$ cat src/rtl/load_access_sequencer.sv
// load_access_sequencer: multicycle RV32 load unit that decodes and legality-checks one load,
// issues a single word-aligned bus read and returns the lane-extracted, extended result.
module load_access_sequencer #(
    parameter int TIMEOUT_CYCLES = 255,
    parameter int CNT_W          = 8
) (
    input  logic        clk,
    input  logic        reset,
    input  logic        req_valid,
    output logic        req_ready,
    input  logic [2:0]  req_funct3,
    input  logic        req_amo,
    input  logic [31:0] req_addr,
    output logic        mem_valid,
    output logic [31:0] mem_addr,
    input  logic [31:0] mem_rdata,
    input  logic        mem_ready,
    output logic        rsp_valid,
    output logic [31:0] rsp_data,
    output logic        rsp_misaligned,
    output logic        rsp_illegal,
    output logic        rsp_timeout,
    output logic        busy
);
    typedef enum logic [1:0] {IDLE, REQ, RESP} state_t;
    localparam logic [CNT_W-1:0] LAST = CNT_W'(TIMEOUT_CYCLES == 0 ? 0 : TIMEOUT_CYCLES - 1);
    state_t            state_q, state_d;
    logic [2:0]        f3_q, f3_d;
    logic [31:0]       addr_q, addr_d, data_q, data_d;
    logic [CNT_W-1:0]  cnt_q, cnt_d;
    logic              mis_q, mis_d, ill_q, ill_d, to_q, to_d;
    logic [2:0]        f3_in;
    logic              ill_in, mis_in, timed_out;
    logic [7:0]        lane_b;
    logic [15:0]       lane_h;
    logic [31:0]       ext;
    // AMO loads are always word loads, so they bypass the funct3 legality check
    assign f3_in     = req_amo ? 3'b010 : req_funct3;
    assign ill_in    = (f3_in[1:0] == 2'b11) || (f3_in[2:1] == 2'b11);
    assign mis_in    = (f3_in[0] & req_addr[0]) | (f3_in[1] & |req_addr[1:0]);
    assign lane_b    = mem_rdata[{addr_q[1:0], 3'b000} +: 8];
    assign lane_h    = addr_q[1] ? mem_rdata[31:16] : mem_rdata[15:0];
    assign ext       = f3_q[1] ? mem_rdata :
                       f3_q[0] ? {{16{~f3_q[2] & lane_h[15]}}, lane_h} :
                                 {{24{~f3_q[2] & lane_b[7]}}, lane_b};
    assign timed_out = (TIMEOUT_CYCLES != 0) && (cnt_q == LAST);

    always_ff @(posedge clk or posedge reset) begin
        if (reset) begin
            state_q <= IDLE;
            f3_q    <= '0;
            addr_q  <= '0;
            data_q  <= '0;
            cnt_q   <= '0;
            mis_q   <= 1'b0;
            ill_q   <= 1'b0;
            to_q    <= 1'b0;
        end else begin
            state_q <= state_d;
            f3_q    <= f3_d;
            addr_q  <= addr_d;
            data_q  <= data_d;
            cnt_q   <= cnt_d;
            mis_q   <= mis_d;
            ill_q   <= ill_d;
            to_q    <= to_d;
        end
    end

    always_comb begin
        state_d = state_q;
        f3_d    = f3_q;
        addr_d  = addr_q;
        data_d  = data_q;
        cnt_d   = cnt_q;
        mis_d   = mis_q;
        ill_d   = ill_q;
        to_d    = to_q;
        case (state_q)
            IDLE: if (req_valid) begin
                f3_d   = f3_in;
                addr_d = req_addr;
                cnt_d  = '0;
                if (ill_in || mis_in) begin
                    state_d = RESP;
                    data_d  = '0;
                    ill_d   = ill_in;
                    mis_d   = ~ill_in & mis_in;
                    to_d    = 1'b0;
                end else begin
                    state_d = REQ;
                end
            end
            REQ: if (mem_ready) begin
                state_d = RESP;
                data_d  = ext;
                {mis_d, ill_d, to_d} = 3'b000;
            end else if (timed_out) begin
                state_d = RESP;
                data_d  = '0;
                {mis_d, ill_d, to_d} = 3'b001;
            end else begin
                cnt_d = cnt_q + 1'b1;
            end
            default: state_d = IDLE;
        endcase
    end

    always_comb begin
        req_ready      = state_q == IDLE;
        busy           = state_q != IDLE;
        mem_valid      = state_q == REQ;
        rsp_valid      = state_q == RESP;
        mem_addr       = {addr_q[31:2], 2'b00};
        rsp_data       = data_q;
        rsp_misaligned = mis_q;
        rsp_illegal    = ill_q;
        rsp_timeout    = to_q;
    end
endmodule

$ cat config.mk
export PLATFORM = sky130hd
export DESIGN_NAME = load_access_sequencer
export DESIGN_NICKNAME = d
export VERILOG_FILES = /design/src/rtl/load_access_sequencer.sv
export SDC_FILE = /design/constraint.sdc
export NUM_CORES = 1
export LEC_CHECK = 0
export ABC_AREA = 1
export BUFFER_PORTS_ARGS = -buffer_cell sky130_fd_sc_hd__buf_4
export CAP_MARGIN = 20
export CORE_UTILIZATION = 35
export CTS_CLUSTER_SIZE = 14
export DETAILED_ROUTE_END_ITERATION = 8
export PLACE_DENSITY = 0.68
export SETUP_SLACK_MARGIN = 0.5
export SYNTH_ARGS = -nofsm -noshare
export SYNTH_HDL_FRONTEND = slang
export SYNTH_SLANG_ARGS = --single-unit
$ cat constraint.sdc
create_clock -name clk -period 2.9 [get_ports clk]
set_input_delay 0.29 -clock clk [delete_from_list [all_inputs] [get_ports clk]]
set_output_delay 0.29 -clock clk [all_outputs]
set_load 0.03 [all_outputs]
Word level (Yosys, flattened, before mapping) --
Index checks and enable logic that the tools add are counted.
Storage, ports and cells: register bits after elaboration 80, input bits 72, output and inout bits 71, logic and storage cells 69
Operators by class: $add $sub $neg 1, eq/ne operators 10, shift-type cells 1, muxes and demuxes 31, bitwise logic cells 8, reduce and logical (&&, ||, !) cells 10
Operators by type and width (count):
- $mux 32 | 6
- $pmux 32 s2 | 1
- $shiftx 32x6->8 | 1
- $mux 8 | 3
- $mux 16 | 1
- $pmux 8 s2 | 1
- $mux 1 | 10
- $add 8x1->8 const B | 1
- $eq 8x8->1 const B | 1
- $mux 2 | 4
- $reduce_and 4->1 | 2
- $eq 2x2->1 const B | 3
- $ne 2x2->1 const B | 3
- $pmux 1 s2 | 3
- $and 1x1->1 | 5
- $pmux 2 s2 | 1
- $reduce_and 2->1 | 2
- $reduce_bool 2->1 | 2
- $mux 3 | 1
- $ne 3x1->1 const B | 1
- $eq 2x1->1 const B | 1
- $logic_not 2->1 | 1
- $logic_or 1x1->1 | 2
- $ne 2x1->1 const B | 1
- 3 further kinds | 4

Logic depth before layout (Yosys ltp) --
depth after elaboration 8, depth in mapped cells 10, mapped depth without buffers 9

Worst setup path before layout --
OpenSTA, ideal clock, no wires.
path kind register to register, start reg state_q[0], end reg to_q (netlist: rsp_timeout), library setup time 66 ps, data arrival time 1649 ps, required time 2834 ps, path slack 1185 ps, stages on the path, launching flop included 7, buffers on the path 1, period minus slack after synthesis 1715 ps, cell sequence dfrtp_1 nor2_1 nand3_1 nand2_4 buf_6 nand2_1 nand2_1
Between the ends: word-level cells in the longest chain between the ends 3, elaborated cells between the ends (all ways) 8, classes of those cells 4 x eq/ne; 1 x mux; 3 x reduce/logical
RTL lines:
- from (decl) | RTL line 27 | state_t state_q, state_d;
- from (signal assigned) | RTL line 59 | state_q <= state_d;
- $logic_not 2->1 (*)
- named net req_ready | RTL line 10 | output logic req_ready,
- $ne 2x1->1 (no line), or another cell as far along
- $reduce_and 4->1 (no line)
- to (signal assigned) | RTL line 66 | to_q <= to_d;
- to (decl) | RTL line 31 | logic mis_q, mis_d, ill_q, ill_d, to_q, to_d;
The timed path passes the listed nets; every way through them passes the cells marked *. A chain may end at the register's enable or synchronous reset.

Final worst setup path --
start reg addr_q[1], end reg data_q[22] (netlist: rsp_data[22])
Between the ends: word-level cells in the longest chain between the ends 6, elaborated cells between the ends (all ways) 8, classes of those cells 1 x shift; 5 x mux; 2 x bitwise
RTL lines:
- from (decl) | RTL line 29 | logic [31:0] addr_q, addr_d, data_q, data_d;
- from (signal assigned) | RTL line 61 | addr_q <= addr_d;
- $shiftx 32x6->8 or $mux 16 (tied branches) | RTL line 41, 42
- $and 1x1->1, on equally long branches | RTL line 45, 44
- $mux 32 (*) | RTL line 44 | f3_q[0] ? {{16{~f3_q[2] & lane_h[15]}}, lane_h} :
- $mux 32 (*) | RTL line 43 | assign ext = f3_q[1] ? mem_rdata :
- $mux 32 (*) | RTL line 94 | REQ: if (mem_ready) begin
- $pmux 32 s2 (*) | RTL line 79 | case (state_q)
- to (signal assigned) | RTL line 62 | data_q <= data_d;
- to (decl) | RTL line 29
Mark *: on every way between the ends. The rest lies on a longest branch, timed or not.

==> metrics.md <==
| Metric | Value |
|---|---|
| RSZ-0062 raised after global routing | false |
| Dominant synthesized flop cell | dfrtp_1 |
| Core Region | 11,700 sq um |
| Net switching power | 2.70 mW |
| Reg-to-reg critical path startpoint | addr_q[1]$_DFFE_PP0P_ |
| Tmin final | 1.99 ns |
| Worst r2r path cells | 9 |
| Worst-skew pair later-pin latency | 0.33 ns |
| Register area | 2000 sq um |
| Die W | 112 um |
| Slowest stage delay, CP | 0.59 ns |
| Delay-heaviest family, CP | simple AND/OR/NAND/NOR gates |
| Internal | 3.24 mW |
| Initial antenna violation count | 0 |
| Setup crit end kind | flop |
| Hold Vio Cnt, Final | 0 |
| Critical Path Source | addr_q[1]$_DFFE_PP0P_ |
| VDD IR-drop max | 0.000528 V |
| Cell mode on critical path | nand2_1 |
| CTS Buf Count | 9 |
| Top cell type's share of synthesized area | 47.0% |
| Crit-path max FO | 16 |
| Status | finished, violations left |
| CTS H-Tree Depth | 3 |
| Sw Ratio | 45.4% |
| First-pass GRT wire length | 17,700 um |
| Cell variety after synth | 28 |
| Final Skew | 0.00215 ns |
| Cell area power density | 1070 nW/um^2 |
| WP data arrival | 2.21 ns |
| Initial Utilization | 36.5% |
| Slew Limit Fails | 0 |
| Initial detailed-routing violation count | 184 |
| Port Buffers | 140 |
| Post-synth EDFFs | 0 |
| Final hold slack | 0.147 ns |
| Footprint of the multi-input gates | 1770 sq um |
| Layout cells sized above 1 | 27.7% |
| Synth top cells by count | nand2_1 (272), dfrtp_1 (80), nand3_1 (40), buf_4 (33), inv_1 (32) |
| Flop pwr share | 30.6% |
| Inserted Diodes | 0 |
| Vias | 3,843 |
| Number of global-route vias before repair | 3,693 |
| Largest net degree at the start of global routing | 48 |
| Area leader, netlist | dfrtp_1 |
| Cell area after synthesis | 4260 sq um |
| Top-count cell post-synth | nand2_1 |
| Capture point of the critical path | rsp_data[22]$_DFFE_PP0P_ |
| GR Util All Layers | 17.5% |
| Final net count | 745 |
| Clock power frac | 20.3% |
| Internal reg-to-reg setup slack | 0.91 ns |
| Total global routing overflow | 0 |
| Root Buffer | clkbuf_16 |
| Area Growth Syn to Fin | 30.0% |
| Avg WL per Cell | 12.8 um |
| Critical path data required time | 3.12 ns |
| # setup viols final | 0 |
| Ys Warns | 0 |
| Clock Tree Buf Depth | 2 |
| Critical path depth in cells | 9 |
| Fill cells | 1,169 |
| WL final | 10,500 um |
| Maxcap violations | 0 |
| RR Endpoint | rsp_data[22]$_DFFE_PP0P_ |
| HP Class | in2reg |
| DRT Pass-1 Iters | 7 |
| Die height | 112 um |
| Logic pwr share | 49.1% |
| CTS tree | built |
| Final ANT Viol Nets | 0 |
| Crit path buf inv count | 1 |
| Leakage | 3.11 nW |
| Tcrit/Tclk final | 68.6% |
| Synth top area cells | dfrtp_1 (47%), nand2_1 (24%), buf_4 (5.8%), nand3_1 (4.7%), inv_1 (2.8%) |
| Gpl congestion | 0.851 |
| Synthesized area per cell | 7.53 sq um |
| Mapped Cells | 566 |
| Setup TNS Final | 0 ns |
| Vias per cell | 4.69 |
| Seq/Total Area, Yosys | 47.0% |
| CTS sink cnt | 80 |
| FP Rows | 39 |
| Worst Setup Path Type | reg2reg |
| Number of synthesized register bits | 80 |
| Post-synth ARST share | 100% |
| Fmax | 503 MHz |
| Cell Chain, Critical Path | clkinvlp_4 -> nand2_1 -> nand3_1 -> nand2_1 -> nand2_1 -> nand3_1 -> nand2_2 -> nand2_1 -> nand2_1 |
| Failing checks | DRC |
| CP max-delay cell | dfrtp_1 |
| Final HPWL DP | 7890 um |
| CTS clk-pin slew, worst paths | 0.06 ns |
| IO Pins | 143 |
| Startpoint Class | flop |
| Die area | 12,600 sq um |
| DR DRC count | 8 |
-- per-layer routing --
| layer | GRT usage (%) | share of wire, % |
|---|---|---|
| met1 | 22.7 | 44 |
| met2 | 28.6 | 47 |
| met3 | 4.81 | 7.4 |
| met4 | 5.51 | 0.94 |
| met5 | 0 | 0 |
-- per-stage QoR --
stage | cell area (sq um) | power, mW | cells | setup WS (ns) | utilization (%)
finish | 5540 | 5.94 | 819 | 0.911 | 47.5
global route | 5540 | 6.38 | 819 | 0.533 | 47.5
CTS | 5530 | 6.00 | 818 | 0.812 | 47.4
detailed placement | 5200 | 4.75 | 801 | 0.842 | 44.6
global placement | 5170 | 4.69 | 800 | 0.960 | 44.4
floorplan | 4270 | 4.08 | 567 | 0.558 | -
-- cell families after synthesis --
logic type               synth area share [%]
buffers and inverters                    11.7
flip-flops                               47.0
AND/OR/NAND/NOR                          32.7
other                                  0.0880
AO/OA/AOI/OAI                            7.75
XOR/XNOR                                0.206
adder cells (fa/ha/maj)                 0.587
-- flip-flops by register name, summed over array words and instances, names as in the netlist --
| name | count |
|---|---|
| rsp_timeout | 1 |
| addr_q | 32 |
| state_q | 2 |
| rsp_misaligned | 1 |
| cnt_q | 8 |
| rsp_illegal | 1 |
| rsp_data | 32 |
| f3_q | 3 |
-- placed cells by master, fill, tap and decap left out, drive strengths merged --
cell / Yosys / layout
nor3: 2 / 2
a21oi: 1 / 1
nor2: 12 / 12
dfrtp: 80 / 80
a31o: 1 / 1
buf: 46 / 147
dlygate4sd3: 0 / 1
clkinvlp: 0 / 3
nand2: 284 / 284
o21a: 16 / 16
xor2: 1 / 1
o21ai: 22 / 22
nand3: 40 / 40
conb: 1 / 2
clkinv: 0 / 4
bufinv: 0 / 2
o211ai: 9 / 9
ha: 2 / 2
clkbuf: 10 / 9
inv: 34 / 33
a21boi: 1 / 1
or2: 2 / 2
nand4: 2 / 2
-- power by group through the flow --
stage	Combinational, mW	Clock, mW	Sequential (mW)
after detailed placement	2.94	0	1.82
after global placement	2.88	0	1.81
after CTS	2.94	1.25	1.81
after global routing	3.21	1.29	1.87
final	2.91	1.21	1.82
after floorplan	2.06	0	2.02
-- tightest hold or removal path: cells and delay by family --
family        cells  cell delay, ns
buf+inv           1            0.07
simple gates      2            0.08
-- final cells by class --
type                       instances  share of cell area, %
clock inverter                     7                   1.72
multi-input combinational        397                   31.9
clock buffer                       9                   4.06
inverter                          34                   2.39
sequential                        80                   36.1
tap                              143                   3.23
timing repair inverter             1                 0.0903
timing repair buffer             148                   20.5
-- how the worst min path moves through the flow --
stage                                   startpoint                       end  slack [ns]  depth (start not counted)
after floorplan                       req_addr[10]    addr_q[10]$_DFFE_PP0P_        0.40                          2
after CTS                             req_addr[22]    addr_q[22]$_DFFE_PP0P_        0.13                          3
after global placement    rsp_data[29]$_DFFE_PP0P_  rsp_data[29]$_DFFE_PP0P_        0.46                          2
final                                 req_addr[22]    addr_q[22]$_DFFE_PP0P_        0.15                          3
after global routing                  req_addr[16]    addr_q[16]$_DFFE_PP0P_        0.14                          3
after detailed placement                     reset    addr_q[14]$_DFFE_PP0P_        0.29                          2
-- timing repair --
| action | 4_1_cts | 5_1_grt |
|---|---|---|
| setup buffers | 0 | 0 |
| resized for setup | 0 | 1 |
| hold endpoints to repair | 18 | 0 |
| hold buffers | 1 | 0 |
| setup endpoints to repair | 0 | 16 |
No activity file was read; power rests on OpenSTA's default activity.
